===== src/rtl/spi_slave_pkg.sv =====
// Shared SPI definitions: frame width, mode-0 clock constants, frame FSM states.
package spi_slave_pkg;

    localparam int   SPI_WIDTH = 8;
    localparam int   SPI_CNT_W = $clog2(SPI_WIDTH);
    localparam logic SPI_CPOL  = 1'b0;
    localparam logic SPI_CPHA  = 1'b0;

    typedef enum logic [1:0] {
        ST_IDLE  = 2'd0,
        ST_LOAD  = 2'd1,
        ST_SHIFT = 2'd2
    } frame_state_e;

    // Byte that goes into the TX shifter at a frame/byte boundary.
    function automatic logic [SPI_WIDTH-1:0] pick_tx_byte(
        input logic                 hold_empty,
        input logic [SPI_WIDTH-1:0] hold,
        input logic [SPI_WIDTH-1:0] idle_byte
    );
        return hold_empty ? idle_byte : hold;
    endfunction

endpackage


===== src/rtl/spi_slave_sync_edge_det.sv =====
// Multi-flop synchronizer with rise/fall detection on the synchronized level.
module spi_slave_sync_edge_det #(
    parameter int   STAGES  = 2,
    parameter logic RST_VAL = 1'b0
) (
    input  logic clk,
    input  logic reset_n,
    input  logic d_i,
    output logic rise_o,
    output logic fall_o
);
    logic [STAGES-1:0] sync_q;
    logic              prev_q;

    // Shift the pin through the chain and keep a copy of the last stage for edge compare.
    always_ff @(posedge clk) begin
        if (!reset_n) begin
            sync_q <= {STAGES{RST_VAL}};
            prev_q <= RST_VAL;
        end else begin
            sync_q <= {sync_q[STAGES-2:0], d_i};
            prev_q <= sync_q[STAGES-1];
        end
    end

    assign rise_o = sync_q[STAGES-1] & ~prev_q;
    assign fall_o = ~sync_q[STAGES-1] & prev_q;

endmodule


===== src/rtl/spi_slave.sv =====
// SPI mode-0 responder running entirely in the clk domain.
//
//  state    | meaning
//  ---------+-----------------------------------------------------------
//  ST_IDLE  | CS high, MISO held low, waiting for CS fall
//  ST_LOAD  | first cycle after CS fall, reply byte just loaded
//  ST_SHIFT | frame active, shifting on SCLK edges until CS rises
module spi_slave
    import spi_slave_pkg::*;
#(
    parameter int                   SYNC_STAGES = 2,
    parameter logic [SPI_WIDTH-1:0] IDLE_BYTE   = 8'h00
) (
    input  logic                 clk,
    input  logic                 reset_n,
    input  logic                 CS,
    input  logic                 SCLK,
    input  logic                 MOSI,
    output logic                 MISO,
    input  logic [SPI_WIDTH-1:0] tx_data,
    input  logic                 tx_load,
    output logic                 tx_ready,
    output logic [SPI_WIDTH-1:0] rx_data,
    output logic                 rx_valid,
    input  logic                 rx_ack,
    output logic                 overrun,
    output logic                 frame_err,
    output logic                 busy
);
    localparam logic                 SAMPLE_ON_FALL = SPI_CPOL ^ SPI_CPHA;
    localparam logic [SPI_CNT_W-1:0] LAST_BIT       = SPI_CNT_W'(SPI_WIDTH - 1);

    logic cs_rise, cs_fall, sclk_rise, sclk_fall;
    logic sample_evt, shift_evt;

    logic [SYNC_STAGES-1:0] mosi_sync_q;

    frame_state_e           state_q;
    logic [SPI_CNT_W-1:0]   bit_cnt_q;
    logic [SPI_WIDTH-1:0]   rx_shift_q;
    logic [SPI_WIDTH-1:0]   tx_shift_q;
    logic [SPI_WIDTH-1:0]   hold_q;
    logic                   tx_ready_q;
    logic [SPI_WIDTH-1:0]   rx_data_q;
    logic                   rx_valid_q;
    logic                   overrun_q;
    logic                   frame_err_q;
    logic                   miso_q;

    logic [SPI_WIDTH-1:0]   rx_byte_d;
    logic [SPI_WIDTH-1:0]   reload_d;

    spi_slave_sync_edge_det #(
        .STAGES  (SYNC_STAGES),
        .RST_VAL (1'b1)
    ) u_cs_sync (
        .clk     (clk),
        .reset_n (reset_n),
        .d_i     (CS),
        .rise_o  (cs_rise),
        .fall_o  (cs_fall)
    );

    spi_slave_sync_edge_det #(
        .STAGES  (SYNC_STAGES),
        .RST_VAL (SPI_CPOL)
    ) u_sclk_sync (
        .clk     (clk),
        .reset_n (reset_n),
        .d_i     (SCLK),
        .rise_o  (sclk_rise),
        .fall_o  (sclk_fall)
    );

    // MOSI gets the same depth as SCLK so the data bit lines up with the detected edge.
    always_ff @(posedge clk) begin
        if (!reset_n) begin
            mosi_sync_q <= '0;
        end else begin
            mosi_sync_q <= {mosi_sync_q[SYNC_STAGES-2:0], MOSI};
        end
    end

    assign sample_evt = SAMPLE_ON_FALL ? sclk_fall : sclk_rise;
    assign shift_evt  = SAMPLE_ON_FALL ? sclk_rise : sclk_fall;
    assign rx_byte_d  = {rx_shift_q[SPI_WIDTH-2:0], mosi_sync_q[SYNC_STAGES-1]};
    assign reload_d   = pick_tx_byte(tx_ready_q, hold_q, IDLE_BYTE);

    // Frame FSM with shifters, TX holding register and RX handshake flags.
    always_ff @(posedge clk) begin
        if (!reset_n) begin
            state_q     <= ST_IDLE;
            bit_cnt_q   <= '0;
            rx_shift_q  <= '0;
            tx_shift_q  <= '0;
            hold_q      <= '0;
            tx_ready_q  <= 1'b1;
            rx_data_q   <= '0;
            rx_valid_q  <= 1'b0;
            overrun_q   <= 1'b0;
            frame_err_q <= 1'b0;
            miso_q      <= 1'b0;
        end else begin
            frame_err_q <= 1'b0;

            if (rx_ack) begin
                rx_valid_q <= 1'b0;
                overrun_q  <= 1'b0;
            end

            case (state_q)
                ST_IDLE: begin
                    miso_q    <= 1'b0;
                    bit_cnt_q <= '0;
                    if (cs_fall) begin
                        tx_shift_q <= reload_d;
                        miso_q     <= reload_d[SPI_WIDTH-1];
                        tx_ready_q <= 1'b1;
                        state_q    <= ST_LOAD;
                    end
                end
                ST_LOAD, ST_SHIFT: begin
                    if (state_q == ST_LOAD) begin
                        state_q <= ST_SHIFT;
                    end
                    // CS rise wins over a coincident SCLK edge: a frame that ends with
                    // SCLK returning low must not trigger a byte-boundary reload.
                    if (cs_rise) begin
                        if (bit_cnt_q != '0) begin
                            frame_err_q <= 1'b1;
                        end
                        bit_cnt_q  <= '0;
                        rx_shift_q <= '0;
                        miso_q     <= 1'b0;
                        state_q    <= ST_IDLE;
                    end else if (sample_evt) begin
                        rx_shift_q <= rx_byte_d;
                        bit_cnt_q  <= bit_cnt_q + SPI_CNT_W'(1);
                        if (bit_cnt_q == LAST_BIT) begin
                            rx_data_q  <= rx_byte_d;
                            rx_valid_q <= 1'b1;
                            if (rx_valid_q && !rx_ack) begin
                                overrun_q <= 1'b1;
                            end
                        end
                    end else if (shift_evt) begin
                        if (bit_cnt_q != '0) begin
                            miso_q <= tx_shift_q[LAST_BIT - bit_cnt_q];
                        end else begin
                            tx_shift_q <= reload_d;
                            miso_q     <= reload_d[SPI_WIDTH-1];
                            tx_ready_q <= 1'b1;
                        end
                    end
                end
                default: begin
                    state_q <= ST_IDLE;
                end
            endcase

            // A load coincident with a reload lands after the reload sampled the old content.
            if (tx_load) begin
                hold_q     <= tx_data;
                tx_ready_q <= 1'b0;
            end
        end
    end

    assign MISO      = miso_q;
    assign tx_ready  = tx_ready_q;
    assign rx_data   = rx_data_q;
    assign rx_valid  = rx_valid_q;
    assign overrun   = overrun_q;
    assign frame_err = frame_err_q;
    assign busy      = (state_q != ST_IDLE);

endmodule

===== config.mk =====
export PLATFORM = sky130hd
export DESIGN_NAME = spi_slave
export DESIGN_NICKNAME = d
export VERILOG_FILES = /design/src/rtl/spi_slave_pkg.sv /design/src/rtl/spi_slave_sync_edge_det.sv /design/src/rtl/spi_slave.sv
export SDC_FILE = /design/constraint.sdc
export NUM_CORES = 1
export LEC_CHECK = 0
export ABC_CLOCK_PERIOD_IN_PS = 3650
export CELL_PAD_IN_SITES_DETAIL_PLACEMENT = 1
export CELL_PAD_IN_SITES_GLOBAL_PLACEMENT = 1
export CORE_AREA = 2 2 88 111
export CTS_CLUSTER_DIAMETER = 100
export DETAILED_ROUTE_END_ITERATION = 8
export DIE_AREA = 0 0 90 113
export PLACE_DENSITY = 0.6
export SETUP_SLACK_MARGIN = 0.1
export SLEW_MARGIN = 20
export SYNTH_ARGS = -nofsm -noshare
export SYNTH_HDL_FRONTEND = slang
export SYNTH_SLANG_ARGS = --single-unit

===== constraint.sdc =====
create_clock -name clk -period 3.65 [get_ports clk]
set_input_delay 0.73 -clock clk [delete_from_list [all_inputs] [get_ports clk]]
set_output_delay 0.73 -clock clk [all_outputs]
set_load 0.005 [all_outputs]

==> flow_metrics.env, run 1 <==
export IMPL_status="complete, no violations"
export IMPL_routed_wl_um=4770
export IMPL_drive_gt1_share_pct=8.12
export IMPL_clk_latency_ns=0.29
export IMPL_rows=39
export IMPL_viasPerCell=4.43
export IMPL_area_growth_pct=24.3
export IMPL_drt_first_iter_violations=50
export IMPL_peakVddDrop_v=0.000209
export IMPL_crit_path_top_delay_cell="clkdlybuf4s50_1"
export IMPL_nets=254
export IMPL_antenna_found_initial=0
export IMPL_crit_path_max_fanout=8
export IMPL_cts_resized=0
export IMPL_cts_tree="built"
export IMPL_critical_path_class="flip-flop to output port"
export IMPL_nFillCells=1055
export IMPL_arrival_ns=1.62
export IMPL_ios=29
export IMPL_ys_seq_elements=49
export IMPL_cts_inserted_buffers=5
export IMPL_slew_headroom_pct=40.8
export IMPL_coreArea_sq_um=9080
export IMPL_place_gp_congestion=0.723
export IMPL_worstPathRequired_ns=2.92
export IMPL_cts_setup_buffers=0
export IMPL_crit_path_frequent_cell="inv_1"
export IMPL_root_buffer="clkbuf_16"
export IMPL_clkTransAtPathRegs_ns=0.06
export IMPL_diodes=0
export IMPL_avgSynthCellArea_sq_um=10.5
export IMPL_layout_commonest_cell="dfxtp_1"
export IMPL_drv_slew=0
export IMPL_die_h_um=113
export IMPL_finalCritPeriodShare_pct=64.5
export IMPL_io_buffer_count=28
export IMPL_setup_viol=0
export IMPL_drtPass1Iterations=4
export IMPL_worst_setup_path_end_kind="output port"
export IMPL_vias=1580
export IMPL_ys_seq_area_share_pct=44.4
export IMPL_synthDistinctLibCells=45
export IMPL_first_global_vias=1630
export IMPL_synth_cell_area_sq_um=2210
export IMPL_multi_input_area_sq_um=1120
export IMPL_fin_util_pct=30.2
export IMPL_cts_buffer_depth=2
export IMPL_grt_max_degree=29
export IMPL_cap_violations=0
export IMPL_finalSetupTns_ns=0
export IMPL_cts_sinks=49
export IMPL_rsz0062_at_grt="false"
export IMPL_wl_per_cell_um=13.3
export IMPL_seq_area_sq_um=981
export IMPL_hpwlAfterDp_um=3370
export IMPL_synth_fp_nets=232
export IMPL_drc=0
export IMPL_slowest_delay_ns=0.49
export IMPL_layout_common_cells="dfxtp_1, clkdlybuf4s50_1, nor2b_1"
export IMPL_chipWidth_um=90
export IMPL_overflow=0
export IMPL_cp_cell_sequence="inv_1 > ha_1 > inv_1 > clkdlybuf4s50_1"
export IMPL_hold_path_class="flip-flop to flip-flop"
export IMPL_fmax_mhz=425
export IMPL_power_density_nw_per_um2=430
export IMPL_grt_pass1_wl_um=8090
export IMPL_power_total_uw=1180
export IMPL_die_area_sq_um=10200
export IMPL_cts_htree_levels=2
export IMPL_holdBufCountCts=0
export IMPL_worst_slew_pin_slew_ns=0.885
export IMPL_final_antenna_net_count=0
export IMPL_ys_warn_count=0
export IMPL_cp_start_kind="flip-flop"
export IMPL_finalHoldViolations=0
export IMPL_finalCriticalPeriod_ns=2.35
export IMPL_initial_core_util_pct=24.3
export IMPL_netlist_instances=211
export IMPL_skew_ns=0.00418
export IMPL_track_usage_pct=9.94
export IMPL_p_leak_uw=0.000965
where the power goes:
part	internal (uW)	switching [uW]	total, uW
Combinational	44.6	39.1	83.8
Sequential	547	9.53	556
Clock	342	198	540
Total	933	247	1180
metal layers:
metal / GRT usage (%) / share of wire, %
met1: 11.5 / 44
met2: 17.0 / 51
met3: 2.20 / 2.5
met4: 5.74 / 2.7
met5: 0 / 0
logic make-up (layout without fill, tap and decap cells):
kind of cell / Yosys count / in the layout / synth area share, %
adder cells (fa/ha/maj): 6 / 6 / 3.40
multiplexers: 20 / 20 / 9.07
AND/OR/NAND/NOR: 70 / 70 / 22.8
flip-flops: 49 / 49 / 44.4
buffers and inverters: 21 / 44 / 4.93
AO/OA/AOI/OAI: 45 / 45 / 15.3
Yosys cell counts, drive strengths merged:
library cell | instances | area (sq um)
and2 | 7 | 43.8
a221o | 1 | 10.0
a22oi | 7 | 52.6
and2b | 1 | 10.0
o311ai | 1 | 8.76
ha | 6 | 75.1
buf | 7 | 56.3
a211oi | 1 | 7.51
clkbuf | 7 | 26.3
nand4bb | 1 | 27.5
nand3 | 5 | 25.0
inv | 7 | 26.3
o31ai | 1 | 7.51
nor3 | 2 | 21.3
o221a | 1 | 11.3
nand2b | 5 | 33.8
and3 | 1 | 6.26
nor3b | 1 | 12.5
or4b | 1 | 10.0
o211ai | 1 | 7.51
nor2 | 1 | 3.75
mux2i | 20 | 200
dfxtp | 49 | 981
nand3b | 2 | 15.0
nand2 | 4 | 15.0
nand4 | 3 | 33.8
a21oi | 2 | 10.0
a221oi | 1 | 26.3
nor2b | 26 | 163
a311oi | 1 | 8.76
a21boi | 12 | 90.1
o21ai | 12 | 71.3
nand4b | 8 | 70.1
a31oi | 3 | 18.8
or3 | 1 | 6.26
or2b | 1 | 7.51
o21a | 1 | 7.51
path summary, 6_finish.rpt:
path | end | slack (ns) | start | cells after the start
max | busy | 1.30 | state_q[0]$_SDFFE_PN0P_ | 4
min | u_cs_sync.sync_q[1]$_SDFF_PN1_ | 0.42 | u_cs_sync.sync_q[0]$_SDFF_PN1_ | 1
max reg2reg | overrun$_SDFF_PN0_ | 1.65 | state_q[0]$_SDFFE_PN0P_ | 5
min reg2reg | u_cs_sync.sync_q[1]$_SDFF_PN1_ | 0.42 | u_cs_sync.sync_q[0]$_SDFF_PN1_ | 1
final cells by class:
type / count / area share, %
clock inverter: 2 / 1.37
inverter: 7 / 0.958
clock buffer: 6 / 5.06
timing repair buffer: 29 / 10.5
multi-input combinational: 141 / 40.7
sequential: 49 / 35.8
tap: 123 / 5.61
state kept, by name, indices dropped and copies added (netlist names):
| register | cells |
|---|---|
| u_cs_sync.sync_q | 2 |
| u_sclk_sync.sync_q | 2 |
| mosi_sync_q | 2 |
| tx_ready | 1 |
| frame_err | 1 |
| MISO | 1 |
| tx_shift_q | 8 |
| overrun | 1 |
| rx_valid | 1 |
| rx_data | 8 |
| hold_q | 8 |
| u_sclk_sync.prev_q | 1 |
| u_cs_sync.prev_q | 1 |
| state_q | 2 |
| bit_cnt_q | 3 |
| rx_shift_q | 7 |
critical path: cells and delay by family (launching register included):
family / cells / cell delay [ns]
adders and majority gates: 1 / 0.31
DFF: 1 / 0.38
buffers and inverters: 3 / 0.64
metrics by stage:
stage | instances | hold WS (ns) | worst slack [ns] | cell area, sq um
finish | 357 | 0.420 | 1.30 | 2740
global route | 357 | 0.445 | 1.18 | 2740
CTS | 357 | 0.432 | 1.27 | 2740
detailed placement | 349 | 0.414 | 1.21 | 2570
global placement | 349 | 0.411 | 1.23 | 2570
floorplan | 211 | 0.386 | 1.98 | 2210
Note: power is estimated with default switching activity, not from simulation.
==> run 2, diff against run 1 <==
ABC_CLOCK_PERIOD_IN_PS = 2400   (was 3650)
clock period = 2.4 ns   (was 3.65 ns; I/O delays follow)
==> flow_metrics.env, run 2 (same netlist as run 1, synthesis figures left out) <==
export IMPL_grt_max_degree=21
export IMPL_setup_viol=0
export IMPL_place_area_sq_um=2570
export IMPL_cts_buffer_depth=2
export IMPL_power_density_nw_per_um2=619
export IMPL_antenna_found_initial=0
export IMPL_skew_ns=0.00532
export IMPL_cts_resized=0
export IMPL_drv_slew=0
export IMPL_multi_input_area_sq_um=1120
export IMPL_finalHoldViolations=0
export IMPL_fmax_mhz=470
export IMPL_drtPass1Iterations=4
export IMPL_chipWidth_um=90
export IMPL_nets=255
export IMPL_drc=0
export IMPL_cts_tree="built"
export IMPL_hpwlAfterDp_um=3440
export IMPL_clk_latency_ns=0.29
export IMPL_whs_ns=0.422
export IMPL_finalSetupTns_ns=0
export IMPL_worst_setup_path_end_kind="output port"
export IMPL_holdBufCountCts=0
export IMPL_cts_sinks=49
export IMPL_final_antenna_net_count=0
export IMPL_cap_violations=0
export IMPL_status="complete, no violations"
export IMPL_crit_path_top_delay_cell="clkdlybuf4s50_1"
export IMPL_initial_core_util_pct=24.3
export IMPL_cp_cell_sequence="inv_1 > ha_1 > inv_1 > clkdlybuf4s50_1"
export IMPL_slew_headroom_pct=60.7
export IMPL_pre_cts_slack_ns=0.421
export IMPL_die_h_um=113
export IMPL_layout_commonest_cell="dfxtp_1"
export IMPL_vias=1589
export IMPL_place_gp_congestion=0.773
export IMPL_worst_slack_ns=0.271
export IMPL_hold_path_class="flip-flop to flip-flop"
export IMPL_cp_start_kind="flip-flop"
export IMPL_peakVddDrop_v=0.000345
export IMPL_viasPerCell=4.44
export IMPL_critical_path_class="flip-flop to output port"
export IMPL_cts_inserted_buffers=5
export IMPL_finalCriticalPeriod_ns=2.13
export IMPL_track_usage_pct=9.87
export IMPL_crit_path_max_fanout=8
export IMPL_drt_first_iter_violations=36
export IMPL_root_buffer="clkbuf_16"
export IMPL_first_global_vias=1701
export IMPL_coreArea_sq_um=9080
export IMPL_crit_path_frequent_cell="inv_1"
export IMPL_p_leak_uw=0.000964
export IMPL_finalCritPeriodShare_pct=88.7
export IMPL_seq_area_sq_um=981
export IMPL_diodes=0
export IMPL_drive_gt1_share_pct=8.51
export IMPL_arrival_ns=1.65
export IMPL_rows=39
export IMPL_die_area_sq_um=10200
export IMPL_area_growth_pct=23.5
export IMPL_wl_per_cell_um=13.4
export IMPL_clkTransAtPathRegs_ns=0.06
export IMPL_cts_setup_buffers=0
export IMPL_ios=29
export IMPL_nFillCells=1072
export IMPL_slowest_delay_ns=0.50
export IMPL_fin_area_sq_um=2730
export IMPL_worstPathRequired_ns=1.92
export IMPL_rsz0062_at_grt="false"
export IMPL_routed_wl_um=4810
export IMPL_worst_slew_pin_slew_ns=0.588
export IMPL_cts_htree_levels=2
export IMPL_overflow=0
export IMPL_layout_common_cells="dfxtp_1, clkdlybuf4s50_1, nor2b_1"
export IMPL_grt_pass1_wl_um=8050
export IMPL_io_buffer_count=28
==> run 2: changes by cell type in the layout (fill, tap and decap cells not counted), sizes merged <==
cell and change:
clkinv +2, clkinvlp -1, bufinv -1, buf +1
==> run 2: per-stage QoR <==
stage / total power, uW / std cells / utilization, %
after floorplan: 945 / 211 / -
after global placement: 993 / 350 / 28.4
after detailed placement: 995 / 350 / 28.4
after CTS: 1720 / 358 / 30.0
after global routing: 1770 / 358 / 30.0
final: 1690 / 358 / 30.0
==> run 2: worst paths after layout <==
path	to	from	cells past startpoint	slack, ns
max	busy	state_q[0]$_SDFFE_PN0P_	4	0.27
max reg2reg	overrun$_SDFF_PN0_	state_q[0]$_SDFFE_PN0P_	5	0.45
min	u_cs_sync.sync_q[1]$_SDFF_PN1_	u_cs_sync.sync_q[0]$_SDFF_PN1_	1	0.42
min reg2reg	u_cs_sync.sync_q[1]$_SDFF_PN1_	u_cs_sync.sync_q[0]$_SDFF_PN1_	1	0.42
==> run 2: power by group <==
group | total [uW] | leakage [uW] | internal (uW) | switching (uW)
Combinational | 127 | 0.000489 | 68.5 | 58.7
Clock | 716 | 0.0000768 | 414 | 301
Sequential | 846 | 0.000398 | 831 | 14.6
Total | 1690 | 0.000964 | 1310 | 374
==> run 2: area by class of cell <==
type                    count  share of cell area (%)
repair buffers             30                    10.8
multi-input cells         141                    41.0
well taps                 123                    5.64
clock inverters             2                   0.505
flip-flops and latches     49                    36.0
inverters                   7                   0.964
clock buffers               6                    5.09
==> run 2: worst max-delay path: cells and delay by family, from the launching register on <==
| family | cells | cell delay (ns) |
|---|---|---|
| adders and majority gates | 1 | 0.32 |
| DFF | 1 | 0.38 |
| buffers and inverters | 3 | 0.66 |
==> run 2: metal layers <==
layer / GRT usage, % / part of all wire, %
met1: 10.7 / 43
met3: 2.00 / 2.3
met4: 4.62 / 2.1
met2: 18.3 / 52
met5: 0 / 0
